**config.mk**
```make
export PLATFORM = sky130hd
export DESIGN_NAME = alu_cmd_sequencer
export DESIGN_NICKNAME = d
export VERILOG_FILES = /design/src/rtl/alu_cmd_pkg.sv /design/src/rtl/ALU_simple.sv /design/src/rtl/alu_cmd_sequencer.sv
export SDC_FILE = /design/constraint.sdc
export NUM_CORES = 1
export LEC_CHECK = 0
export BUFFER_PORTS_ARGS = -buffer_cell sky130_fd_sc_hd__buf_2
export CAP_MARGIN = 10
export CELL_PAD_IN_SITES_DETAIL_PLACEMENT = 1
export CELL_PAD_IN_SITES_GLOBAL_PLACEMENT = 1
export CORE_UTILIZATION = 35
export DETAILED_ROUTE_END_ITERATION = 12
export GPL_TIMING_DRIVEN = 0
export PLACE_DENSITY = 0.72
export SLEW_MARGIN = 20
export SYNTH_ARGS = -nofsm -noshare
export SYNTH_HDL_FRONTEND = slang
export SYNTH_SLANG_ARGS = --single-unit
```
**constraint.sdc**
```tcl
create_clock -name clk -period 5.39 [get_ports clk]
set_input_delay 0.539 -clock clk [delete_from_list [all_inputs] [get_ports clk]]
set_output_delay 0.539 -clock clk [all_outputs]
set_load 0.05 [all_outputs]
```
**src/rtl/alu_cmd_pkg.sv**
```systemverilog
// Shared constants for the ALU command sequencer: ALU opcodes, opcode-byte fields, flag bits, FSM states.
// Pure definitions; no timing or flow-control behaviour of its own.
package alu_cmd_pkg;

    localparam logic [2:0] ALU_ADD = 3'b000;
    localparam logic [2:0] ALU_SUB = 3'b001;
    localparam logic [2:0] ALU_AND = 3'b010;
    localparam logic [2:0] ALU_OR  = 3'b011;
    localparam logic [2:0] ALU_SHL = 3'b100;
    localparam logic [2:0] ALU_SHR = 3'b101;

    localparam int OPB_OP_LO    = 0;
    localparam int OPB_SHAMT_LO = 3;
    localparam int OPB_USE_ACC  = 5;
    localparam int OPB_RSVD_LO  = 6;

    localparam int FLG_ZERO  = 0;
    localparam int FLG_NEG   = 1;
    localparam int FLG_CARRY = 2;
    localparam int FLG_OVF   = 3;
    localparam int FLG_ERR   = 4;

    typedef enum logic [2:0] {
        S_OP   = 3'd0,
        S_A    = 3'd1,
        S_B    = 3'd2,
        S_EXEC = 3'd3,
        S_OUT  = 3'd4
    } state_t;

    function automatic logic is_shift(input logic [2:0] op);
        return (op == ALU_SHL) || (op == ALU_SHR);
    endfunction

    function automatic logic opcode_legal(input logic [7:0] opb);
        return (opb[OPB_RSVD_LO +: 2] == 2'b00) &&
               (opb[OPB_OP_LO +: 3] <= ALU_SHR);
    endfunction

endpackage

```
**src/rtl/ALU_simple.sv**
```systemverilog
// Combinational 8-bit ALU: add/sub/and/or/shl/shr with zero/negative/carry/overflow flags.
// Zero latency, no flow control.
module ALU_simple
    import alu_cmd_pkg::*;
(
    input  logic [7:0] A,
    input  logic [7:0] B,
    input  logic [2:0] Op,
    input  logic [1:0] Shamt,
    output logic [7:0] Result,
    output logic       Zero,
    output logic       Negative,
    output logic       Carry,
    output logic       Overflow
);

    logic [8:0] sum9;
    logic [2:0] shl_idx;
    logic [2:0] shr_idx;

    // shr with Shamt 0 wraps to index 7; the sequencer masks that carry.
    assign shl_idx = 3'd7 - {1'b0, Shamt};
    assign shr_idx = {1'b0, Shamt} - 3'd1;

    always_comb begin
        sum9     = 9'd0;
        Result   = 8'h00;
        Carry    = 1'b0;
        Overflow = 1'b0;
        case (Op)
            ALU_ADD: begin
                sum9     = {1'b0, A} + {1'b0, B};
                Result   = sum9[7:0];
                Carry    = sum9[8];
                Overflow = (A[7] == B[7]) && (sum9[7] != A[7]);
            end
            ALU_SUB: begin
                sum9     = {1'b0, A} - {1'b0, B};
                Result   = sum9[7:0];
                Carry    = sum9[8];
                Overflow = (A[7] != B[7]) && (sum9[7] != A[7]);
            end
            ALU_AND: Result = A & B;
            ALU_OR:  Result = A | B;
            ALU_SHL: begin
                Result = A << Shamt;
                Carry  = A[shl_idx];
            end
            ALU_SHR: begin
                Result = A >> Shamt;
                Carry  = A[shr_idx];
            end
            default: Result = 8'h00;
        endcase
    end

    assign Zero     = (Result == 8'h00);
    assign Negative = Result[7];

endmodule

```
**src/rtl/alu_cmd_sequencer.sv**
```systemverilog
// Byte-serial ALU front end: opcode + 0..2 operands in, registered result/flags out, 8-bit accumulator.
// Result valid one cycle after last operand (same edge for illegal opcodes); holds output until out_ready, no input taken meanwhile.
module alu_cmd_sequencer
    import alu_cmd_pkg::*;
(
    input  logic       clk,
    input  logic       rst,
    input  logic [7:0] in_data,
    input  logic       in_valid,
    output logic       in_ready,
    output logic [7:0] out_data,
    output logic [4:0] out_flags,
    output logic       out_valid,
    input  logic       out_ready,
    output logic       busy
);

    state_t     state_q;
    logic [2:0] op_q;
    logic [1:0] sh_q;
    logic       use_acc_q;
    logic [7:0] a_q;
    logic [7:0] b_q;
    logic [7:0] acc_q;
    logic [7:0] res_q;
    logic [4:0] flags_q;
    logic       in_ready_q;
    logic       out_valid_q;
    logic       busy_q;

    logic       accept;
    logic [7:0] alu_a;
    logic [7:0] alu_res;
    logic       alu_zero;
    logic       alu_neg;
    logic       alu_carry;
    logic       alu_ovf;
    logic [4:0] flags_d;
    logic [2:0] in_op;

    assign accept = in_valid && in_ready_q;
    assign in_op  = in_data[OPB_OP_LO +: 3];
    assign alu_a  = use_acc_q ? acc_q : a_q;

    ALU_simple u_alu (
        .A        (alu_a),
        .B        (b_q),
        .Op       (op_q),
        .Shamt    (sh_q),
        .Result   (alu_res),
        .Zero     (alu_zero),
        .Negative (alu_neg),
        .Carry    (alu_carry),
        .Overflow (alu_ovf)
    );

    always_comb begin
        flags_d            = 5'b00000;
        flags_d[FLG_ZERO]  = alu_zero;
        flags_d[FLG_NEG]   = alu_neg;
        flags_d[FLG_CARRY] = alu_carry && !((op_q == ALU_SHR) && (sh_q == 2'd0));
        flags_d[FLG_OVF]   = alu_ovf;
    end

    always_ff @(posedge clk) begin
        if (rst) begin
            state_q     <= S_OP;
            op_q        <= 3'd0;
            sh_q        <= 2'd0;
            use_acc_q   <= 1'b0;
            a_q         <= 8'h00;
            b_q         <= 8'h00;
            acc_q       <= 8'h00;
            res_q       <= 8'h00;
            flags_q     <= 5'b00000;
            in_ready_q  <= 1'b1;
            out_valid_q <= 1'b0;
            busy_q      <= 1'b0;
        end else begin
            case (state_q)
                S_OP: begin
                    if (accept) begin
                        op_q      <= in_op;
                        sh_q      <= in_data[OPB_SHAMT_LO +: 2];
                        use_acc_q <= in_data[OPB_USE_ACC];
                        b_q       <= 8'h00;
                        busy_q    <= 1'b1;
                        if (!opcode_legal(in_data)) begin
                            res_q       <= 8'h00;
                            flags_q     <= 5'b10000;
                            state_q     <= S_OUT;
                            in_ready_q  <= 1'b0;
                            out_valid_q <= 1'b1;
                        end else if (in_data[OPB_USE_ACC]) begin
                            if (is_shift(in_op)) begin
                                state_q    <= S_EXEC;
                                in_ready_q <= 1'b0;
                            end else begin
                                state_q <= S_B;
                            end
                        end else begin
                            state_q <= S_A;
                        end
                    end
                end
                S_A: begin
                    if (accept) begin
                        a_q <= in_data;
                        if (is_shift(op_q)) begin
                            state_q    <= S_EXEC;
                            in_ready_q <= 1'b0;
                        end else begin
                            state_q <= S_B;
                        end
                    end
                end
                S_B: begin
                    if (accept) begin
                        b_q        <= in_data;
                        state_q    <= S_EXEC;
                        in_ready_q <= 1'b0;
                    end
                end
                S_EXEC: begin
                    res_q       <= alu_res;
                    flags_q     <= flags_d;
                    acc_q       <= alu_res;
                    state_q     <= S_OUT;
                    out_valid_q <= 1'b1;
                end
                S_OUT: begin
                    if (out_ready) begin
                        state_q     <= S_OP;
                        out_valid_q <= 1'b0;
                        in_ready_q  <= 1'b1;
                        busy_q      <= 1'b0;
                    end
                end
                default: begin
                    state_q     <= S_OP;
                    out_valid_q <= 1'b0;
                    in_ready_q  <= 1'b1;
                    busy_q      <= 1'b0;
                end
            endcase
        end
    end

    assign in_ready  = in_ready_q;
    assign out_valid = out_valid_q;
    assign out_data  = res_q;
    assign out_flags = flags_q;
    assign busy      = busy_q;

endmodule

```
==> impl_metrics.toml, run 1 <==
[status]
status = "completed"

[sta]
period_share = 0.695
fin_tns_setup_ns = 0
whs_ns = 0.458
maxSlewViolCount = 0
hold_violations = 0
fin_skew_ns = 0.0142
period_needed_ns = 3.75
rsz0062_at_grt = "no"
slew_headroom = 0.407
max_freq_mhz = 267
worstMarginPinSlew_ns = 0.866
setup-violations-final = 0

[flow_run]
cap_violations = 0

[route]
drt_iter0_drc = 201
met2_length_mm = 5.48
via_per_inst = 5.57
drt-met1-wl_mm = 5.83
wl_met3_um = 437
wl_per_cell_um = 19.0
wl_mm = 11.9
drc_errors = 0
vias = 3483
ant_nets = 0
dr.pass1.iters = 4
top_layer = "met4"

[critical_path]
reg2reg_slack_ns = 1.64
path_max_fanout = 10
critPathLaunch = "use_acc_q"
path_class = "register to register"
arrival_ns = 3.92
crit_path_end = "out_flags[1]"
r2r_cells = 11
crit_required_ns = 5.56
endpoint_kind = "register"
r2r-start = "use_acc_q"
startpoint_type = "register"
r2r-end = "out_flags[1]"

[floorplanning]
core-area_sq_mm = 0.00991
core.rowCount = 36
die-area_sq_mm = 0.0108
chipHeight_um = 104
ios = 28
fp.dieW_um = 104
initial_core_util = 0.366

[cts]
h-tree-depth = 2
cts_setup_buffers = 0
cts.sinks = 48
cts_root_buffer = "clkbuf_8"
cts_buffer_depth = 2
ctsResizeCount = 0
cts_inserted_buffers = 5
clk_pin_slew_ns = 0.09
clock_latency_ns = 0.30
cts_tree = "yes"
cts_hold_buf = 0

[power_and_ir_drop]
swShare = 0.323
p_per_area_mw_per_mm2 = 190
ir_drop_uv = 150
p_clk_frac = 0.292
intPower_uw = 516
p_leak_nw = 1.52
power.switching_uw = 246
total_power_uw = 762
power_frac_seq = 0.486
p_comb_frac = 0.222

[finish]
final_util = 0.405
num-fill-cells = 1274
n_antenna_cell = 0
syn2layout_area_growth_pct = 10.8
layout-drive-gt1-share = 0.140
nets = 532

[synth]
synth_top_cell_by_area = "dfxtp_1"
synth_area_sq_mm = 0.00362
yosys-top-cells-area = "dfxtp_1, ha_1, a21oi_1"
yosysWarnings = 0
synth_edf_count = 0
syn_avg_cell_area_sq_um = 7.91
syn_nets = 498
synthTopCellsByCount = "nand2_1, a21oi_1, dfxtp_1"
synth-main-ff-cell = "dfxtp_1"
yosys.cell_count.top_type = "nand2_1"
async_flop_share = 0
synthCells = 458
yosysTopAreaCellShare = 0.265
yosysSeqAreaShare = 0.265
synth_cell_types = 72
ys_ff_latch = 48

[global_route]
grt_pass1_wl_mm = 19.5
grt_max_degree = 15
grt_pass1_vias = 3525
gr-total-overflow = 0
gr-usage-all-layers = 0.229
antenna_found_initial = 0

[placed_design]
io_buffers = 27
gp_congestion = 0.938
dp_hpwl_mm = 9.58

[min_path]
hp-class = "register to register"
## layer usage
metal	vias to the layer above	track usage
li1	1713	-
met1	1691	0.325
met2	69	0.365
met3	10	0.0277
met4	0	0.0643
met5	-	0
## flip-flops by register name (all words and copies together) (netlist names), 2 cells and up
name / count
b_q: 8
acc_q: 8
sh_q: 2
a_q: 8
state_q: 3
out_data: 7
op_q: 3
out_flags: 5
## power by group through the flow
stage / Sequential [mW] / Combinational [mW] / Clock [mW]
finish: 0.370 / 0.169 / 0.222
global route: 0.372 / 0.185 / 0.248
CTS: 0.370 / 0.168 / 0.230
detailed placement: 0.379 / 0.167 / 0
global placement: 0.378 / 0.164 / 0
floorplan: 0.390 / 0.103 / 0
## metrics by stage
step           instance area [sq um]  setup slack [ns]  std cells
2_1_floorplan                   3620              2.50        458
3_3_place_gp                    3930              1.73        618
3_5_place_dp                    3930              1.70        618
4_1_cts                         4020              1.69        625
5_1_grt                         4020              1.51        625
6_report                        4020              1.64        625
## placed cells by master (no fill, tap or decap), types with 3 or more instances in the layout
cell type,instances
a2111oi_0,5
a211o_1,3
a211oi_1,11
a21o_1,4
a21oi_1,48
a311oi_1,3
a31oi_1,3
buf_2,34
clkbuf_1,22
clkbuf_8,6
dfxtp_1,48
ha_1,26
inv_1,27
inv_2,6
mux2i_1,13
mux2i_4,3
mux4_2,4
nand2_1,59
nand2b_1,6
nand3_1,16
nor2_1,29
nor2b_1,7
nor3_1,6
o211ai_1,5
o21a_1,3
o21ai_0,25
o221ai_1,3
o22ai_1,3
o31ai_1,3
or2_2,3
or3_1,4
xnor2_1,3
xor2_1,3
## critical path: stages (launching register included)
cell and delay [ns]:
dfxtp_1 0.37, buf_6 0.21, mux2i_1 0.48, inv_1 0.21
ha_1 0.27, or3_1 0.38, a2111oi_0 0.70, nor3_1 0.14
a2111o_1 0.38, a41oi_2 0.28, o21ai_1 0.09, nor2b_1 0.13
## kinds of logic after synthesis
| group | count (synthesis) | share of synthesized area |
|---|---|---|
| compound gates | 142 | 0.258 |
| xor+xnor | 6 | 0.0145 |
| fa+ha+maj | 28 | 0.101 |
| buf+inv | 65 | 0.0729 |
| flops | 48 | 0.265 |
| mux | 24 | 0.0974 |
| simple gates | 145 | 0.191 |
## final cells by class
class                           count  area [sq um]  area share
Buffer                             32           140      0.0349
Clock buffer                        6          82.6      0.0206
Sequential cell                    48           961       0.239
Tap cell                          133           166      0.0414
Multi-Input combinational cell    345          2400       0.597
Inverter                           33           124      0.0308
Timing Repair Buffer               27           135      0.0336
Clock inverter                      1          8.76     0.00218
## worst min-delay path by stage
stage	cells after the start	start	end
after floorplan	2	acc_q[0]	acc_q[0]
after global placement	2	out_data[0]	out_data[0]
after detailed placement	2	out_flags[3]	out_flags[3]
after CTS	2	out_data[1]	out_data[1]
after global routing	2	out_data[3]	out_data[3]
final	2	out_data[1]	out_data[1]
Note: power is estimated with default switching activity, not from simulation.
==> run 2, diff against run 1 <==
- clock period: 5.39 -> 3.85 ns (I/O delays scaled with it)
==> impl_metrics.toml, run 2 (synthesis results as in run 1) <==
[status]
status = "completed"

[finish]
syn2layout_area_growth_pct = 10.9
layout-drive-gt1-share = 0.140
final_cells = 625
nets = 532
n_antenna_cell = 0
final_common_cell = "nand2_1"
design_area_sq_mm = 0.00402
num-fill-cells = 1275
top_regs = "a_q x8, acc_q x8, b_q x8"
seq_area_sq_um = 961
multi_input_area_sq_mm = 0.00240
final_cell_mix = "nand2_1, a21oi_1, dfxtp_1, buf_2, nor2_1"

[route]
drt_iter0_drc = 193
via_per_inst = 5.64
drc_errors = 0
wl_mm = 12.0
ant_nets = 0
vias = 3524
wl_per_cell_um = 19.2
dr.pass1.iters = 5

[critical_path]
path_max_fanout = 10
reg2reg_slack_ns = 0.28
crit_slowest_cell = "a2111oi_1"
slowest_delay_ns = 0.52
startpoint_type = "register"
endpoint_kind = "register"
arrival_ns = 3.75
r2r-start = "use_acc_q"
path_class = "register to register"
crit_required_ns = 4.03
crit_chain = "buf_6, mux2i_1, inv_1, ha_1, or3_1, a2111oi_1, nor3_1, a2111o_1, a41oi_2, o21ai_1, nor2b_1"
critPathLaunch = "use_acc_q"

[sta]
period_share = 0.927
worstMarginPinSlew_ns = 0.845
maxSlewViolCount = 0
setup_ws_ns = 0.282
setup-violations-final = 0
max_freq_mhz = 280
slew_headroom = 0.433
fin_skew_ns = 0.0142
period_needed_ns = 3.57
rsz0062_at_grt = "no"
fin_tns_setup_ns = 0
hold_violations = 0
whs_ns = 0.357

[flow_run]
cap_violations = 0

[cts]
cts_buffer_depth = 2
clk_pin_slew_ns = 0.09
cts_tree = "yes"
cts_hold_buf = 0
cts.sinks = 48
cts_setup_buffers = 0
clock_latency_ns = 0.30
cts_root_buffer = "clkbuf_8"
h-tree-depth = 2
cts_inserted_buffers = 5

[power_and_ir_drop]
p_leak_nw = 1.52
swShare = 0.325
p_clk_frac = 0.294
ir_drop_uv = 210
power.switching_uw = 348
intPower_uw = 722
p_per_area_mw_per_mm2 = 266
p_comb_frac = 0.222
power_frac_seq = 0.485

[placed_design]
dp_hpwl_mm = 9.58
place_inst = 618
io_buffers = 27
place_ws_ns = 0.164
placed_area_sq_mm = 0.00393
gp_congestion = 0.938

[global_route]
grt_pass1_wl_mm = 19.5
grt_pass1_vias = 3525
antenna_found_initial = 0
gr-total-overflow = 0
grt_max_degree = 15
gr-usage-all-layers = 0.229

[floorplanning]
core.rowCount = 36
core-area_sq_mm = 0.00991
fp.dieW_um = 104
die-area_sq_mm = 0.0108
ios = 28
chipHeight_um = 104
initial_core_util = 0.366

[min_path]
min-delay-start = "in_data[7]"
hp-class = "input pin to register"
==> run 2: cell count changes in the layout (fill, tap and decap cells not counted) <==
cell / change
a2111oi_0: -2
a2111oi_1: +2
==> run 2: worst paths after layout <==
kind	depth (start not counted)	to
worst min register to register	2	out_data[1]
worst min-delay path	3	b_q[7]
worst max register to register	11	out_flags[1]
worst max-delay path	11	out_flags[1]
==> run 2: power groups by stage <==
stage | logic, mW | registers [mW] | clock network [mW]
after floorplan | 0.144 | 0.546 | 0
after global placement | 0.230 | 0.529 | 0
after detailed placement | 0.234 | 0.530 | 0
after CTS | 0.235 | 0.519 | 0.323
after global routing | 0.259 | 0.520 | 0.347
final | 0.237 | 0.519 | 0.314
==> run 2: timing repair <==
item / in CTS / in global routing
endpoints found under the hold margin: 0 / 0
endpoints found under the setup margin: 0 / 1
gates resized for setup: 0 / 2
==> run 2: worst max-delay path: cells and delay by family, from the launching register on <==
family          cells  cell delay (ns)
flops               1             0.37
buf+inv             2             0.42
compound gates      4             1.25
simple gates        3             0.65
mux                 1             0.49
fa+ha+maj           1             0.27
==> run 2: final cells by class <==
class                   instances  area share
plain buffers                  32      0.0349
clock buffers                   6      0.0205
clock inverters                 1     0.00218
inverters                      33      0.0308
multi-input cells             345       0.597
flip-flops and latches         48       0.239
well taps                     133      0.0414
repair buffers                 27      0.0336
==> run 2: routing by layer <==
metal,global-route usage,wire length (um),share of wire,vias up
met4,0.0643,213,0.018,0
met5,0,0,0,-
li1,-,-,-,1713
met2,0.365,5430,0.45,91
met3,0.0277,509,0.042,15
met1,0.325,5820,0.49,1705
==> run 2: through the flow <==
step | util | total power, mW
2_1_floorplan | - | 0.690
3_5_place_dp | 0.396 | 0.764
3_3_place_gp | 0.396 | 0.759
4_1_cts | 0.405 | 1.08
5_1_grt | 0.406 | 1.13
6_report | 0.406 | 1.07
